File: src/rtl/clear_datapath.sv
// ============================================================================
// clear_datapath : x/y scan counters, plot counter and frame flag for a
//                  VGA screen-clear controller. Option macro: CLEAR_BLACK_EN
// Revision: 1.0
// ============================================================================
`default_nettype none

module clear_datapath #(
  parameter int XMAX = 160,
  parameter int YMAX = 120
) (
  input  logic        clock,
  input  logic        reset,
  input  logic        initx,
  input  logic        inity,
  input  logic        loadx,
  input  logic        loady,
  input  logic        plot,
  output logic        xdone,
  output logic        ydone,
  output logic [7:0]  vga_x,
  output logic [6:0]  vga_y,
  output logic [2:0]  vga_colour,
  output logic        vga_plot,
  output logic [14:0] pix_count,
  output logic        frame_done
);

  localparam logic [7:0]  c_xlast  = 8'(XMAX - 1);
  localparam logic [6:0]  c_ylast  = 7'(YMAX - 1);
  localparam logic [14:0] c_pixmax = 15'h7fff;

  logic [7:0]  r_x;
  logic [6:0]  r_y;
  logic [14:0] r_pix_count;
  logic        r_frame_done;
  logic        w_start;

  // Controller start: both counters re-initialised in the same cycle.
  assign w_start = loadx & initx & loady & inity;

  always_ff @(posedge clock) begin
    if (reset) begin
      r_x          <= 8'd0;
      r_y          <= 7'd0;
      r_pix_count  <= 15'd0;
      r_frame_done <= 1'b0;
    end else begin
      if (loadx) begin
        if (initx || (r_x == c_xlast)) r_x <= 8'd0;
        else                           r_x <= r_x + 8'd1;
      end
      if (loady) begin
        if (inity || (r_y == c_ylast)) r_y <= 7'd0;
        else                           r_y <= r_y + 7'd1;
      end
      if (w_start)                            r_pix_count <= 15'd0;
      else if (plot && (r_pix_count != c_pixmax)) r_pix_count <= r_pix_count + 15'd1;
      if (w_start)            r_frame_done <= 1'b0;
      else if (plot && xdone) r_frame_done <= 1'b1;
    end
  end

  assign ydone      = (r_y == c_ylast);
  assign xdone      = (r_x == c_xlast) && ydone;
  assign vga_x      = r_x;
  assign vga_y      = r_y;
  assign vga_plot   = plot;
  assign pix_count  = r_pix_count;
  assign frame_done = r_frame_done;

`ifdef CLEAR_BLACK_EN
  assign vga_colour = 3'b000;
`else
  assign vga_colour = r_x[2:0];
`endif

endmodule

`default_nettype wire

File: config.mk
export PLATFORM = sky130hd
export DESIGN_NAME = clear_datapath
export DESIGN_NICKNAME = d
export VERILOG_FILES = /design/src/rtl/clear_datapath.sv
export SDC_FILE = /design/constraint.sdc
export NUM_CORES = 1
export LEC_CHECK = 0
export BUFFER_PORTS_ARGS = -buffer_cell sky130_fd_sc_hd__buf_2
export CORE_ASPECT_RATIO = 2
export CORE_MARGIN = 1
export CORE_UTILIZATION = 30
export CTS_BUF_LIST = sky130_fd_sc_hd__clkbuf_2
export DETAILED_ROUTE_END_ITERATION = 7
export HOLD_SLACK_MARGIN = 0.02
export SYNTH_ARGS = -nofsm -noshare
export SYNTH_HDL_FRONTEND = slang
export SYNTH_SLANG_ARGS = --single-unit
File: constraint.sdc
create_clock -name clock -period 4.6 [get_ports clock]
set_input_delay 0.46 -clock clock [delete_from_list [all_inputs] [get_ports clock]]
set_output_delay 0.46 -clock clock [all_outputs]
set_load 0.05 [all_outputs]
# After elaboration in Yosys (flattened, before gate mapping)
# Index checks and enable logic that the tools add are counted.
# totals
regBits	31
latch_bits	0
ram_bits	0
rom_bits	0
input_bits	7
out_inout_bits	37
word_cells	21
memories	0
# classes
add_sub_neg	3
multipliers	0
div_mod_pow	0
magnitude_cmp	0
n_eq_ne	3
shift	0
muxes	2
bitwise	3
n_reduce_logical	6
# ops
operator	n
$add A15 B1 Y15 const B	1
$ne A15 B15 Y1 const B	1
$add A8 B1 Y8 const B	1
$eq A8 B8 Y1 const B	1
$mux W8	1
$add A7 B1 Y7 const B	1
$eq A7 B7 Y1 const B	1
$mux W7	1
$and A1 B1 Y1	3
$logic_and A1 B1 Y1	3
$logic_or A1 B1 Y1	2
$reduce_or A2 Y1	1

# Logic depth before layout (Yosys ltp)
# Gate-level depths: netlist (run 1).
# logic_depth
word_depth	4
depth_mapped	5
ltp_nobuf	5

# Worst setup path after synthesis (run 1)
# No wires, ideal clock.
# synth_path
path_kind	register -> output
from	register r_y[0], in the netlist vga_y[0]
to	output port xdone
arrival_time_ns	2.740
t_required_ns	4.140
slack_ns	1.400
path_stages_with_launch	5
n_path_buf	0
path_cell_list	dfxtp_1 -> ha_1 -> nand2_1 -> nor3_1 -> and2_1
# synth_via
elab_chain_len	2
# synth_rtl
element	line_no	text
from (decl)	34	logic [6:0] r_y;
from (signal assigned)	55	else r_y <= r_y + 7'd1;
$eq A7 B7 Y1	64	assign ydone = (r_y == c_ylast);
net ydone	20	output logic ydone,
$logic_and A1 B1 Y1	65	assign xdone = (r_x == c_xlast) && ydone;
to (decl)	19	output logic xdone,
# The timed path passes the listed nets, and every way through them passes these cells.

# Worst setup path in the final report (run 1)
# layout_path
from	register r_x[0], in the netlist vga_x[0]
to	output port xdone
# layout_via
elab_chain_len	2
# layout_rtl
element	line_no	text
from (decl)	33	logic [7:0] r_x;
from (signal assigned)	51	else r_x <= r_x + 8'd1;
$eq A8 B8 Y1	65	
$logic_and A1 B1 Y1	65	
# No other way between the ends.

==> out/results.tsv, run 1 <==
metric	value	unit
register area share after synthesis	0.413	
drt via density	5.28	
Hold Path Class	in -> reg	
Antenna Cells	0	
clk slew on worst S/H paths	0.15	ns
DRC viols	0	
CTS buffer count	5	
FP Rows	36	
Yosys reg bits	31	
Arr. time, crit path	1.82	ns
gr usage total	0.143	
die area	5310	um2
DRT Pass-1 Iters	4	
crit start category	flop	
Clock Power Share	0.275	
Sw Ratio	0.293	
hpwl dp	2740	um
fraction of final layout cells sized beyond drive strength 1	0.252	
H-Tree Depth	2	
pre-CTS setup slack	2.71	ns
Die Y	102	um
post-route ant nets	0	
number of I/O pins	44	
Pint	0.321	mW
CP max FO	5	
Slew @ Worst Pin	0.543	ns
Die Span X	52.0	um
most frequent cells in the layout	buf_2 (43), dfxtp_1 (31), nor2_1 (30), nand2_1 (14)	
syn_nets	182	
commonest non-fill, non-tap cell in the layout	buf_2	
Layout fillers	535	
vias post-DR	1432	
Rel. slew slack	0.638	
pin count of the biggest net entering global routing	14	
number of synthesis warnings	0	
Max Slew Vio Count	0	
grt ovf	0	
Worst Clk Skew	0.0102	ns
Logic pwr share	0.114	
fin worst setup slack	2.32	ns
CORE AREA	4820	um2
CTS tree	done	
DR WL/cell	13.3	um
Crit Path Class	reg -> out	
switching power	0.133	mW
multi-input logic area	827	um2
Hold WS	0.324	ns
fin nets	225	
Register Area	621	um2
Initial DRC Count	17	
gate count of the mapped netlist	172	
Avg Cell Area, Syn	8.73	um2
final setup fails	0	
Crit. End Element	output pin	
root buffer cell	clkbuf_2	
Seq pwr share	0.611	
PostCTS Resize Cnt	0	
Area growth syn-to-layout	18.2	%
Clk Latency, worst-skew pair	0.35	ns
Post-Syn Area	1500	um2
cts hold-fix bufs	0	
Fmax	438	MHz
Max-cap violations	0	
TritonCTS Sinks	31	
IO buf count	43	
static leakage	0.779	nW
vias in the first global route	1292	
setup TNS	0	ns
initial antenna violation count	0	
Setup Buffers After CTS	0	
power density over the cells	256	nW/um2
Tcrit/Tclk final	0.496	
worst vdd ir	0.118	mV
Final Hold Fails	0	
Unique masters post-synth	36	
Placer Congestion	0.745	
clock buffer depth	2	
WP data required	4.14	ns
RSZ-0062 raised after global routing	no	
initial core utilization	0.312	
crit path time final	2.28	ns
final core utilization	0.368	
first-pass GRT wire length	5590	um
status	completed	
drt total wl	3610	um
## state kept, by name (all words and copies together), names as in the netlist
| name | flops |
|---|---|
| frame_done | 1 |
| pix_count | 15 |
| vga_x | 8 |
| vga_y | 7 |
## through the flow
step | area [um2] | total power [mW] | instances
final | 1780 | 0.454 | 271
after CTS | 1780 | 0.461 | 271
after global routing | 1780 | 0.473 | 271
after detailed placement | 1750 | 0.336 | 265
after floorplan | 1500 | 0.324 | 172
after global placement | 1750 | 0.336 | 265
## cells in the mapped netlist
master / number / area share
and2_1: 1 / 0.0042
nand4b_1: 1 / 0.0058
clkbuf_1: 2 / 0.0050
a41oi_1: 2 / 0.012
or4_1: 3 / 0.015
nand2_1: 14 / 0.035
and3_4: 1 / 0.0075
o21ai_0: 6 / 0.020
nand3_1: 6 / 0.020
buf_2: 1 / 0.0033
nand2b_1: 1 / 0.0042
a21o_1: 2 / 0.010
dfxtp_1: 31 / 0.41
nand4_2: 1 / 0.0083
o31ai_1: 4 / 0.020
a21oi_1: 7 / 0.023
nand3_4: 1 / 0.012
a211oi_1: 1 / 0.0050
nor3_1: 7 / 0.023
xnor2_1: 6 / 0.035
ha_1: 3 / 0.025
a32oi_1: 1 / 0.0058
o41ai_2: 1 / 0.011
o211ai_1: 1 / 0.0050
nor4_4: 1 / 0.014
or3_1: 1 / 0.0042
a31oi_1: 4 / 0.017
xor2_1: 7 / 0.041
and4_1: 2 / 0.012
nand4_1: 6 / 0.025
mux2i_1: 3 / 0.020
a41o_1: 3 / 0.020
inv_1: 3 / 0.0075
nor2_1: 30 / 0.075
and3_1: 4 / 0.017
buf_4: 4 / 0.020
## layer usage
| metal | global-route usage | part of all wire | routed length [um] |
|---|---|---|---|
| met1 | 0.123 | 0.38 | 1360 |
| met4 | 0.0686 | 0.018 | 66 |
| met5 | 0 | 0 | 0 |
| met2 | 0.282 | 0.55 | 1990 |
| met3 | 0.0417 | 0.052 | 186 |
## cell families after synthesis
| group | share of synthesized area |
|---|---|
| AND/OR/NAND/NOR | 0.282 |
| buffers and inverters | 0.0358 |
| multiplexers | 0.0200 |
| adder cells (fa/ha/maj) | 0.0250 |
| AO/OA/AOI/OAI | 0.148 |
| XOR/XNOR | 0.0758 |
| flip-flops | 0.413 |
## power groups by stage
stage	Sequential [mW]	Clock, mW	Combinational, mW
global route	0.279	0.139	0.0554
detailed placement	0.284	0	0.0526
finish	0.278	0.125	0.0519
floorplan	0.298	0	0.0261
CTS	0.278	0.130	0.0528
global placement	0.283	0	0.0524
## final cells by class
| type | count | share of cell area |
|---|---|---|
| clock buffers | 6 | 0.0169 |
| inverters | 3 | 0.00634 |
| multi-input cells | 131 | 0.466 |
| flip-flops and latches | 31 | 0.350 |
| well taps | 57 | 0.0402 |
| repair buffers | 43 | 0.121 |
## critical path, stage by stage, from the launching register on
cell and delay (ns):
dfxtp_1 0.44, ha_1 0.19, and3_1 0.23, and4_1 0.23, and2_1 0.13, buf_2 0.25
## final timing paths
| path | startpoint | end | slack [ns] | cells after the start |
|---|---|---|---|---|
| worst max-delay path | vga_x[0] | xdone | 2.32 | 5 |
| worst min register to register | frame_done | frame_done | 0.49 | 2 |
| worst max register to register | pix_count[0] | pix_count[9] | 2.89 | 5 |
| worst min-delay path | reset | vga_x[4] | 0.32 | 2 |
No activity file was read; power rests on OpenSTA's default activity.
==> run 2, diff against run 1 <==
==> constraint.sdc (replaced) <==
create_clock -name clock -period 2.2 [get_ports clock]
set_input_delay 0.22 -clock clock [delete_from_list [all_inputs] [get_ports clock]]
set_output_delay 0.22 -clock clock [all_outputs]
set_load 0.05 [all_outputs]
==> run 2 against run 1 <==
Utilization rose by 0.42 points. Combinational power grew 110%. Cell count up 0.37%. Final area is 1.1% higher. Total power is 110% higher. Register-to-register slack got worse by 2.4 ns. Non-clock buffer count rose by 1. Global-route usage rose by 0.96 points. Setup slack got worse by 2.1 ns.
==> out/results.tsv, run 2 (synthesis gave the netlist of run 1 again) <==
metric	value	unit
Die Span X	52.0	um
Hold Path Class	in -> reg	
IO buf count	43	
power density over the cells	526	nW/um2
vias in the first global route	1323	
clk slew on worst S/H paths	0.15	ns
CP max FO	5	
global-route met2 utilization	0.291	
most frequent cells in the layout	buf_2 (43), dfxtp_1 (31), nor2_1 (30), nand2_1 (14)	
Crit. End Element	output pin	
grt ovf	0	
root buffer cell	clkbuf_2	
H-Tree Depth	2	
placed cell area	1770	um2
Max-cap violations	0	
DRC viols	0	
met1 Use GR	0.144	
Worst Clk Skew	0.0139	ns
GR met3 Demand/Resource	0.0357	
Crit Path Class	reg -> out	
DRT Pass-1 Iters	4	
Clk Latency, worst-skew pair	0.34	ns
die area	5310	um2
cell count of the worst hold path	2	
Layout fillers	529	
Fmax	492	MHz
Tcrit/Tclk final	0.924	
TritonCTS Sinks	31	
status	completed	
first-pass GRT wire length	6020	um
Antenna Cells	0	
drt via density	5.29	
clock buffer depth	2	
worst vdd ir	0.333	mV
drt total wl	3690	um
CTS buffer count	5	
Final Hold Fails	0	
vias post-DR	1439	
Die Y	102	um
Slew @ Worst Pin	0.558	ns
hpwl dp	2880	um
commonest non-fill, non-tap cell in the layout	buf_2	
initial antenna violation count	0	
RSZ-0062 raised after global routing	no	
DR WL/cell	13.6	um
setup TNS	0	ns
crit start category	flop	
reg-to-reg setup timing slack	0.53	ns
Setup Buffers After CTS	0	
Area growth syn-to-layout	19.6	%
Initial DRC Count	26	
post-route ant nets	0	
final setup fails	0	
CTS tree	done	
Max Slew Vio Count	0	
max reg flops	15	
final core utilization	0.373	
Rel. slew slack	0.623	
crit path time final	2.03	ns
fraction of final layout cells sized beyond drive strength 1	0.265	
Total Power	0.945	mW
fin nets	226	
cts hold-fix bufs	0	
Arr. time, crit path	1.81	ns
grt peak-use layer	met2	
CORE AREA	4820	um2
gr usage total	0.153	
Hold WS	0.0686	ns
PostCTS Resize Cnt	0	
Placer Congestion	0.715	
initial core utilization	0.312	
Reg2Reg Depth	5	
number of I/O pins	44	
FP Rows	36	
WP data required	1.98	ns
pin count of the biggest net entering global routing	11	
Finished Cell Area	1800	um2
static leakage	0.802	nW
==> run 2: cell count changes in the layout (fill, tap and decap cells not counted), sizes merged <==
cell / before / now
buf: 43 / 44
==> run 2: final timing paths <==
| path | endpoint | startpoint |
|---|---|---|
| hold reg to reg | pix_count[1] | pix_count[1] |
| hold / removal | vga_x[4] | reset |
| setup / recovery | xdone | vga_x[0] |
| setup reg to reg | pix_count[9] | pix_count[1] |
==> run 2: routing by layer <==
layer	up-vias	share of wire	wire, um
met5	-	0	0
met4	0	0.021	77
met3	6	0.040	148
met2	44	0.57	2100
met1	680	0.37	1370
li1	709	-	-
==> run 2: critical path, cell delays in order, from the launching register on <==
cell and delay [ns]:
dfxtp_1 0.43, ha_1 0.19, and3_1 0.23, and4_1 0.23, and2_2 0.15, buf_2 0.25
==> run 2: area by class of cell <==
cell class                      instances  area (um2)  share of cell area
Multi-Input combinational cell        131         840               0.468
Sequential cell                        31         621               0.346
Inverter                                3        11.3             0.00627
Tap cell                               57        71.3              0.0397
Timing Repair Buffer                   44         223               0.124
Clock buffer                            6        30.0              0.0167
==> run 2: report_power, final <==
| group | leakage (nW) | internal, mW | total, mW | switching, mW |
|---|---|---|---|---|
| Sequential | 0.251 | 0.570 | 0.581 | 0.0107 |
| Combinational | 0.526 | 0.0304 | 0.110 | 0.0797 |
| Clock | 0.0249 | 0.0721 | 0.254 | 0.182 |
| Total | 0.802 | 0.673 | 0.945 | 0.272 |
==> run 2: through the flow <==
step	instances	setup slack [ns]
after floorplan	172	0.0427
after global placement	266	0.550
after detailed placement	266	0.532
after CTS	272	0.119
after global routing	272	0.0239
final	272	0.168
==> run 3, diff against run 2 <==
--- a/config.mk
+++ b/config.mk
@@ -12,6 +12,7 @@
 export CTS_BUF_LIST = sky130_fd_sc_hd__clkbuf_2
 export DETAILED_ROUTE_END_ITERATION = 7
 export HOLD_SLACK_MARGIN = 0.02
+export MAX_ROUTING_LAYER = met4
 export SYNTH_ARGS = -nofsm -noshare
 export SYNTH_HDL_FRONTEND = slang
 export SYNTH_SLANG_ARGS = --single-unit
==> run 3 against run 2 <==
Via count did not move. Clock power barely moved. Wire length did not move. Total power barely moved. Cell count did not move. Global-route usage rose by 0.45 points. Non-clock buffer count did not move. Sequential power barely moved. Setup slack barely moved. Sequential share of layout area did not move.
==> out/results.tsv, run 3 (synthesis gave the netlist of run 1 again) <==
metric	value	unit
drt via density	5.29	
hpwl dp	2880	um
CTS tree	done	
setup TNS	0	ns
Initial DRC Count	26	
RSZ-0062 raised after global routing	no	
gr usage total	0.158	
Max Used Layer	met4	
TritonCTS Sinks	31	
Reg2Reg Depth	5	
initial antenna violation count	0	
Antenna Cells	0	
Final Non-Filler Cells	272	
Max-cap violations	0	
pre-CTS setup slack	0.532	ns
met1 WL	1370	um
PostCTS Resize Cnt	0	
Setup Buffers After CTS	0	
grt ovf	0	
Arr. time, crit path	1.81	ns
Max Slew Vio Count	0	
most frequent cells in the layout	buf_2 (43), dfxtp_1 (31), nor2_1 (30), nand2_1 (14)	
Crit Path Class	reg -> out	
routed wl met3	148	um
IO buf count	43	
status	completed	
Area growth syn-to-layout	19.6	%
DR WL/cell	13.6	um
crit path time final	2.03	ns
die area	5310	um2
root buffer cell	clkbuf_2	
Cells after DPL	266	
Fmax	492	MHz
vias post-DR	1439	
Die Span X	52.0	um
pin count of the biggest net entering global routing	11	
Slew @ Worst Pin	0.558	ns
cell count of the worst hold path	2	
Finished Cell Area	1800	um2
CP max FO	5	
FP Rows	36	
clock buffer depth	2	
post-route ant nets	0	
DRC viols	0	
placed cell area	1770	um2
CORE AREA	4820	um2
worst vdd ir	0.333	mV
met2 WL	2100	um
initial core utilization	0.312	
drt total wl	3690	um
fin worst setup slack	0.167	ns
clk slew on worst S/H paths	0.15	ns
first-pass GRT wire length	6010	um
Tcrit/Tclk final	0.924	
commonest non-fill, non-tap cell in the layout	buf_2	
final setup fails	0	
DRT Pass-1 Iters	4	
vias in the first global route	1324	
Hold Path Class	in -> reg	
max reg flops	15	
Crit. End Element	output pin	
power density over the cells	526	nW/um2
cts hold-fix bufs	0	
static leakage	0.802	nW
WP data required	1.98	ns
Die Y	102	um
crit start category	flop	
fin nets	226	
Clk Latency, worst-skew pair	0.34	ns
Rel. slew slack	0.623	
Final Hold Fails	0	
fraction of final layout cells sized beyond drive strength 1	0.265	
H-Tree Depth	2	
Layout fillers	529	
Worst Clk Skew	0.0139	ns
CTS buffer count	5	
number of I/O pins	44	
Placer Congestion	0.724	
-- run 3: cell counts in the layout (fill, tap and decap cells not counted) --
No cell type changed its count.
-- run 3: routing by layer --
layer / vias up / track usage
li1: 709 / -
met1: 680 / 0.144
met2: 44 / 0.291
met3: 6 / 0.0357
met4: 0 / 0.0790
met5: - / -
-- run 3: worst max-delay path, cell delays in order, from the launching register on --
cell and delay (ns):
dfxtp_1 0.43, ha_1 0.19, and3_1 0.23, and4_1 0.23
and2_2 0.15, buf_2 0.25
-- run 3: where the power goes --
group,total (mW),switching [mW],internal (mW)
sequential,0.581,0.0107,0.570
clock,0.254,0.182,0.0721
combinational,0.110,0.0797,0.0304
-- run 3: worst paths after layout --
kind / from / endpoint / slack, ns
worst max register to register: pix_count[1] / pix_count[9] / 0.53
worst min register to register: pix_count[1] / pix_count[1] / 0.53
worst max-delay path: vga_x[0] / xdone / 0.17
worst min-delay path: reset / vga_x[4] / 0.07
-- run 3: per-stage QoR --
step           hold slack, ns  power, mW  utilization
6_report               0.0683      0.945        0.373
4_1_cts                0.0378      0.966        0.373
2_1_floorplan           0.292      0.677            -
3_5_place_dp            0.445      0.705        0.366
5_1_grt                0.0360      0.993        0.373
3_3_place_gp            0.447      0.703        0.366
-- run 3: layout make-up --
cell class | instances | area [um2] | share of cell area
multi-input combinational | 131 | 840 | 0.468
clock buffer | 6 | 30.0 | 0.0167
sequential | 31 | 621 | 0.346
timing repair buffer | 44 | 223 | 0.124
tap | 57 | 71.3 | 0.0397
inverter | 3 | 11.3 | 0.00627
